--- config.mk ---
export PLATFORM = sky130hd
export DESIGN_NAME = dev_mem_arbiter
export DESIGN_NICKNAME = d
export VERILOG_FILES = /design/src/rtl/dev_mem_pkg.sv /design/src/rtl/dev_mem_arbiter.sv
export SDC_FILE = /design/constraint.sdc
export NUM_CORES = 1
export LEC_CHECK = 0
export BUFFER_PORTS_ARGS = -buffer_cell sky130_fd_sc_hd__buf_2
export CAP_MARGIN = 20
export CORE_MARGIN = 5
export CORE_UTILIZATION = 45
export DETAILED_ROUTE_END_ITERATION = 10
export HOLD_SLACK_MARGIN = 0.1
export PLACE_DENSITY_LB_ADDON = 0.25
export SLEW_MARGIN = 20
export SYNTH_ARGS = -nofsm -noshare
export SYNTH_HDL_FRONTEND = slang
export SYNTH_SLANG_ARGS = --single-unit
--- constraint.sdc ---
create_clock -name i_clk -period 5.35 [get_ports i_clk]
set_input_delay 0.2675 -clock i_clk [delete_from_list [all_inputs] [get_ports i_clk]]
set_output_delay 0.2675 -clock i_clk [all_outputs]
set_load 0.01 [all_outputs]
--- src/rtl/dev_mem_pkg.sv ---
// dev_mem_pkg: shared constants and types for the device memory arbiter, command parser and fetch engine
package dev_mem_pkg;
  localparam int DEF_ADDR_BITS = 14;
  localparam int DEF_DATA_BITS = 8;
  typedef enum logic [1:0] {S_IDLE, S_HOST, S_FETCH, S_FETCH_LAST} arb_state_t;
  typedef enum logic {REQ_HOST, REQ_FETCH} requester_t;
endpackage

--- src/rtl/dev_mem_arbiter.sv ---
// dev_mem_arbiter: round-robin host/fetch arbiter for single-port device memory; DEV_MEM_ARB_STATS_EN adds stall/fetch counters
module dev_mem_arbiter
  import dev_mem_pkg::*;
#(
  parameter int ADDR_BITS = DEF_ADDR_BITS,
  parameter int DATA_BITS = DEF_DATA_BITS
) (
  input  logic                   i_clk,
  input  logic                   i_rst,
  input  logic                   i_host_req,
  input  logic                   i_host_we,
  input  logic [ADDR_BITS-1:0]   i_host_addr,
  input  logic [DATA_BITS-1:0]   i_host_wdata,
  output logic                   o_host_ack,
  output logic [DATA_BITS-1:0]   o_host_rdata,
  input  logic                   i_fetch_req,
  input  logic [ADDR_BITS-1:0]   i_fetch_addr,
  output logic                   o_fetch_ack,
  output logic [4*DATA_BITS-1:0] o_fetch_data,
`ifdef DEV_MEM_ARB_STATS_EN
  output logic [15:0]            o_host_stall_cnt,
  output logic [15:0]            o_fetch_cnt,
`endif
  output logic                   o_mem_en,
  output logic                   o_mem_we,
  output logic [ADDR_BITS-1:0]   o_mem_addr,
  output logic [DATA_BITS-1:0]   o_mem_wdata,
  input  logic [DATA_BITS-1:0]   i_mem_rdata
);
  arb_state_t               state;
  requester_t               last_grant;
  logic [ADDR_BITS-1:2]     base;
  logic [1:0]               beat;
  logic                     host_we;
  logic [3*DATA_BITS-1:0]   lanes;
  logic                     idle, host_g, fetch_g, beat_issue;
  logic                     unused;
  assign unused     = ^i_fetch_addr[1:0];
  assign idle       = state == S_IDLE && !i_rst;
  assign host_g     = idle && i_host_req && (!i_fetch_req || last_grant == REQ_FETCH);
  assign fetch_g    = idle && i_fetch_req && !host_g;
  assign beat_issue = state == S_FETCH && !i_rst;
  assign o_host_ack  = state == S_HOST && !i_rst;
  assign o_fetch_ack = state == S_FETCH_LAST && !i_rst;
  always_comb begin
    o_mem_en    = host_g || fetch_g || beat_issue;
    o_mem_we    = host_g && i_host_we;
    o_mem_addr  = host_g ? i_host_addr :
                  fetch_g ? {i_fetch_addr[ADDR_BITS-1:2], 2'b00} :
                  beat_issue ? {base, beat} : '0;
    o_mem_wdata = (host_g && i_host_we) ? i_host_wdata : '0;
  end
  // lanes shifts in bytes 0..2 so byte 3 can be appended straight from memory on the last cycle
  always_ff @(posedge i_clk) begin
    if (i_rst) begin
      state        <= S_IDLE;
      last_grant   <= REQ_FETCH;
      base         <= '0;
      beat         <= '0;
      host_we      <= 1'b0;
      lanes        <= '0;
      o_host_rdata <= '0;
      o_fetch_data <= '0;
    end else if (host_g) begin
      state      <= S_HOST;
      last_grant <= REQ_HOST;
      host_we    <= i_host_we;
    end else if (fetch_g) begin
      state      <= S_FETCH;
      last_grant <= REQ_FETCH;
      base       <= i_fetch_addr[ADDR_BITS-1:2];
      beat       <= 2'd1;
    end else if (state == S_HOST) begin
      state <= S_IDLE;
      if (!host_we) o_host_rdata <= i_mem_rdata;
    end else if (state == S_FETCH) begin
      lanes <= {i_mem_rdata, lanes[3*DATA_BITS-1:DATA_BITS]};
      beat  <= beat + 2'd1;
      if (beat == 2'd3) state <= S_FETCH_LAST;
    end else if (state == S_FETCH_LAST) begin
      o_fetch_data <= {i_mem_rdata, lanes};
      state        <= S_IDLE;
    end
  end
`ifdef DEV_MEM_ARB_STATS_EN
  always_ff @(posedge i_clk) begin
    if (i_rst) begin
      o_host_stall_cnt <= '0;
      o_fetch_cnt      <= '0;
    end else begin
      if (i_host_req && !host_g && state != S_HOST && o_host_stall_cnt != 16'hFFFF)
        o_host_stall_cnt <= o_host_stall_cnt + 16'd1;
      if (o_fetch_ack && o_fetch_cnt != 16'hFFFF)
        o_fetch_cnt <= o_fetch_cnt + 16'd1;
    end
  end
`endif
endmodule

==> impl_metrics.sql <==
INSERT INTO impl_metrics (metric_group, metric, value, unit) VALUES
('worst_setup_path', 'timing.critical_path.fanout_max', '30', ''),
('clock_tree', 'clk_latency', '0.36', 'ns'),
('clock_tree', 'ctsHtreeMaxLevel', '3', ''),
('logic_synthesis', 'synth_area_leaders', 'sky130_fd_sc_hd__dfxtp_1, sky130_fd_sc_hd__nand2_1, sky130_fd_sc_hd__a21oi_1', ''),
('power', 'power_per_cell_area', '298', 'nW/um2'),
('cells_and_area', 'antennaDiodeCount', '0', ''),
('logic_synthesis', 'ys_types', '37', ''),
('logic_synthesis', 'total_nets_after_synthesis', '481', ''),
('worst_setup_path', 'crit_path_start', 'state[0]$_SDFFE_PP0P_', ''),
('hold_path', 'timing.hold.worst.start', 'i_fetch_addr[13]', ''),
('global_routing', 'initial_antenna_violation_count', '0', ''),
('worst_setup_path', 'crit_required', '5.08', 'ns'),
('detailed_routing', 'met3WireLength', '374', 'um'),
('clock_tree', 'ctsHoldBuffers', '0', ''),
('detailed_routing', 'detail_route.iter0.violations', '152', ''),
('placement', 'port_buffers', '112', ''),
('detailed_routing', 'wirelength', '8320', 'um'),
('worst_setup_path', 'worstPathArrival', '2.54', 'ns'),
('detailed_routing', 'drc', '0', ''),
('detailed_routing', 'total_via_count_in_the_routed_design', '3142', ''),
('sta', 'fmax', '357', 'MHz'),
('global_routing', 'grt_remaining_overflow', '0', ''),
('worst_setup_path', 'worst_setup_path_start_kind', 'flop', ''),
('detailed_routing', 'firstDrtPassIters', '7', ''),
('hold_path', 'hold_class', 'in -> reg', ''),
('logic_synthesis', 'synth.avg_cell_area', '7.97', 'um2'),
('placement', 'dpl.hpwl', '5930', 'um'),
('global_routing', 'global_route_wire_length_before_repair', '14100', 'um'),
('detailed_routing', 'drt-wirelength-per-cell', '13.3', 'um'),
('flow_run', 'maxcap_violations', '0', ''),
('placement', 'gpl.final_weighted_congestion', '0.751', ''),
('worst_setup_path', 'setup.worst_path.end_class', 'primary output', ''),
('clock_tree', 'clock_sinks', '82', ''),
('floorplan', 'design.portCount', '115', ''),
('detailed_routing', 'route.layer.met1.wl', '3770', 'um'),
('sta', 'timing.final.ws_setup', '2.55', 'ns'),
('global_routing', 'grt_start_max_net_pins', '56', ''),
('floorplan', 'die_h', '96.9', 'um'),
('floorplan', 'fp.dieW', '96.9', 'um'),
('clock_tree', 'root_buffer', 'sky130_fd_sc_hd__clkbuf_8', ''),
('hold_path', 'min_path_cells', '3', ''),
('worst_setup_path', 'reg2reg_from', 'state[0]$_SDFFE_PP0P_', ''),
('detailed_routing', 'wl_met2', '4070', 'um'),
('sta', 'grt_setup_unrepaired', 'false', ''),
('clock_tree', 'cts_buffer_depth', '2', ''),
('logic_synthesis', 'synth_top_flop_cell', 'sky130_fd_sc_hd__dfxtp_1', ''),
('global_routing', 'grt_pass1_vias', '2999', ''),
('sta', 'final_hold_viol_count', '0', ''),
('clock_tree', 'post_cts_resize_count', '0', ''),
('cells_and_area', 'syn2layout_area_growth', '22.0', '%'),
('global_routing', 'grtUsageTotal', '17.8', '%'),
('sta', 'drv_slew', '0', ''),
('logic_synthesis', 'synth_cells', '426', ''),
('floorplan', 'total_number_of_placement_rows', '31', ''),
('power', 'ir_drop', '0.000150', 'V'),
('logic_synthesis', 'synthArstFlopShare', '0', '%'),
('logic_synthesis', 'synth-seq-cells', '82', ''),
('cells_and_area', 'drive_gt1_share', '26.0', '%'),
('floorplan', 'core', '7290', 'um2'),
('worst_setup_path', 'timing_worst_setup_path_type', 'reg -> out', ''),
('logic_synthesis', 'synth_top_cell_area_share', '48.3', '%'),
('worst_setup_path', 'r2r.worst_path.cells', '6', ''),
('clock_tree', 'numCtsBuffers', '9', ''),
('sta', 'clock_skew', '0.0141', 'ns'),
('logic_synthesis', 'synth-seq-area-share', '48.3', '%'),
('run_status', 'run_status', 'finished, final reports clean', ''),
('logic_synthesis', 'synth.cell_area', '3400', 'um2'),
('sta', 'max_slew.worst_pin.slew', '0.982', 'ns'),
('logic_synthesis', 'netlist.top_cell.by_area', 'sky130_fd_sc_hd__dfxtp_1', ''),
('logic_synthesis', 'ys.warnings.count', '0', ''),
('cells_and_area', 'net_count_of_the_finished_layout', '577', '');
-- layout by cell type (no fill, tap or decap), types with 3 or more instances in the layout --
cell type                  instances
sky130_fd_sc_hd__nand2_1         142
sky130_fd_sc_hd__buf_2           112
sky130_fd_sc_hd__dfxtp_1          82
sky130_fd_sc_hd__a21oi_1          75
sky130_fd_sc_hd__inv_1            14
sky130_fd_sc_hd__nor2_1           11
sky130_fd_sc_hd__and3_1           10
sky130_fd_sc_hd__a222oi_1          9
sky130_fd_sc_hd__mux2i_1           9
sky130_fd_sc_hd__clkbuf_8          9
sky130_fd_sc_hd__nor2b_1           6
sky130_fd_sc_hd__ha_1              6
sky130_fd_sc_hd__nand2b_1          4
sky130_fd_sc_hd__o21ai_0           4
sky130_fd_sc_hd__a22oi_1           3
sky130_fd_sc_hd__inv_8             3
-- worst paths after layout --
path / to / slack [ns]
worst max-delay path: o_mem_addr[13] / 2.55
worst min-delay path: base[13]$_SDFFE_PP0P_ / 0.16
worst max register to register: lanes[15]$_SDFFE_PP0P_ / 3.09
worst min register to register: o_fetch_data[24]$_SDFFE_PP0P_ / 0.45
-- area by class of cell --
class / count / area, um2
fillers: 742 / 3150
flip-flops and latches: 82 / 1640
multi-input cells: 301 / 1560
repair buffers: 114 / 576
clock buffers: 9 / 124
well taps: 99 / 124
clock inverters: 7 / 66.3
inverters: 14 / 52.6
-- worst max-delay path, stage by stage (launching register included) --
cell,delay (ns)
sky130_fd_sc_hd__dfxtp_1,0.35
sky130_fd_sc_hd__inv_1,0.12
sky130_fd_sc_hd__ha_1,0.25
sky130_fd_sc_hd__nor2b_1,0.18
sky130_fd_sc_hd__and3_1,0.78
sky130_fd_sc_hd__a222oi_1,0.26
sky130_fd_sc_hd__inv_1,0.10
sky130_fd_sc_hd__buf_2,0.13
-- synth_stat cells (all sizes together) (3+ instances only) --
library cell / count
nand2: 142
dfxtp: 82
a21oi: 76
clkbuf: 16
inv: 14
buf: 13
nor2: 11
and3: 10
a222oi: 9
mux2i: 9
ha: 6
nor2b: 6
o21ai: 6
nand2b: 4
a22oi: 3
o21a: 3
-- per-layer routing --
layer | track usage (%) | up-vias
met1 | 23.2 | 1446
met2 | 28.3 | 70
met5 | 0 | -
met4 | 7.78 | 0
li1 | - | 1618
met3 | 4.03 | 8
-- cells by family (layout without fill, tap and decap cells) --
kind of cell               after synthesis  in the layout  share of synthesized area, %
and+or+nand+nor                        179            179                          21.8
adders and majority gates                6              6                          2.21
buffers and inverters                   43            144                          5.86
AOI/OAI and AO/OA                      107            107                          19.2
DFF                                     82             82                          48.3
muxes                                    9              9                          2.65
-- through the flow --
stage	std cells	util (%)	instance area, um2
5_1_grt	626	56.8	4140
3_3_place_gp	610	54.2	3950
3_5_place_dp	610	54.2	3950
6_report	626	56.8	4140
2_1_floorplan	426	-	3400
4_1_cts	626	56.8	4140
-- sequential cells by signal, summed over array words and instances (netlist names) --
name,flops
o_fetch_data,32
lanes,24
base,12
o_host_rdata,8
beat,2
state,2
host_we,1
last_grant,1
-- power breakdown --
part           switching (W)  total [W]  internal (W)
sequential         0.0000117   0.000639      0.000627
clock               0.000248   0.000429      0.000181
combinational       0.000103   0.000168     0.0000653
total               0.000363    0.00124      0.000874
(Power assumes the default switching activity.)
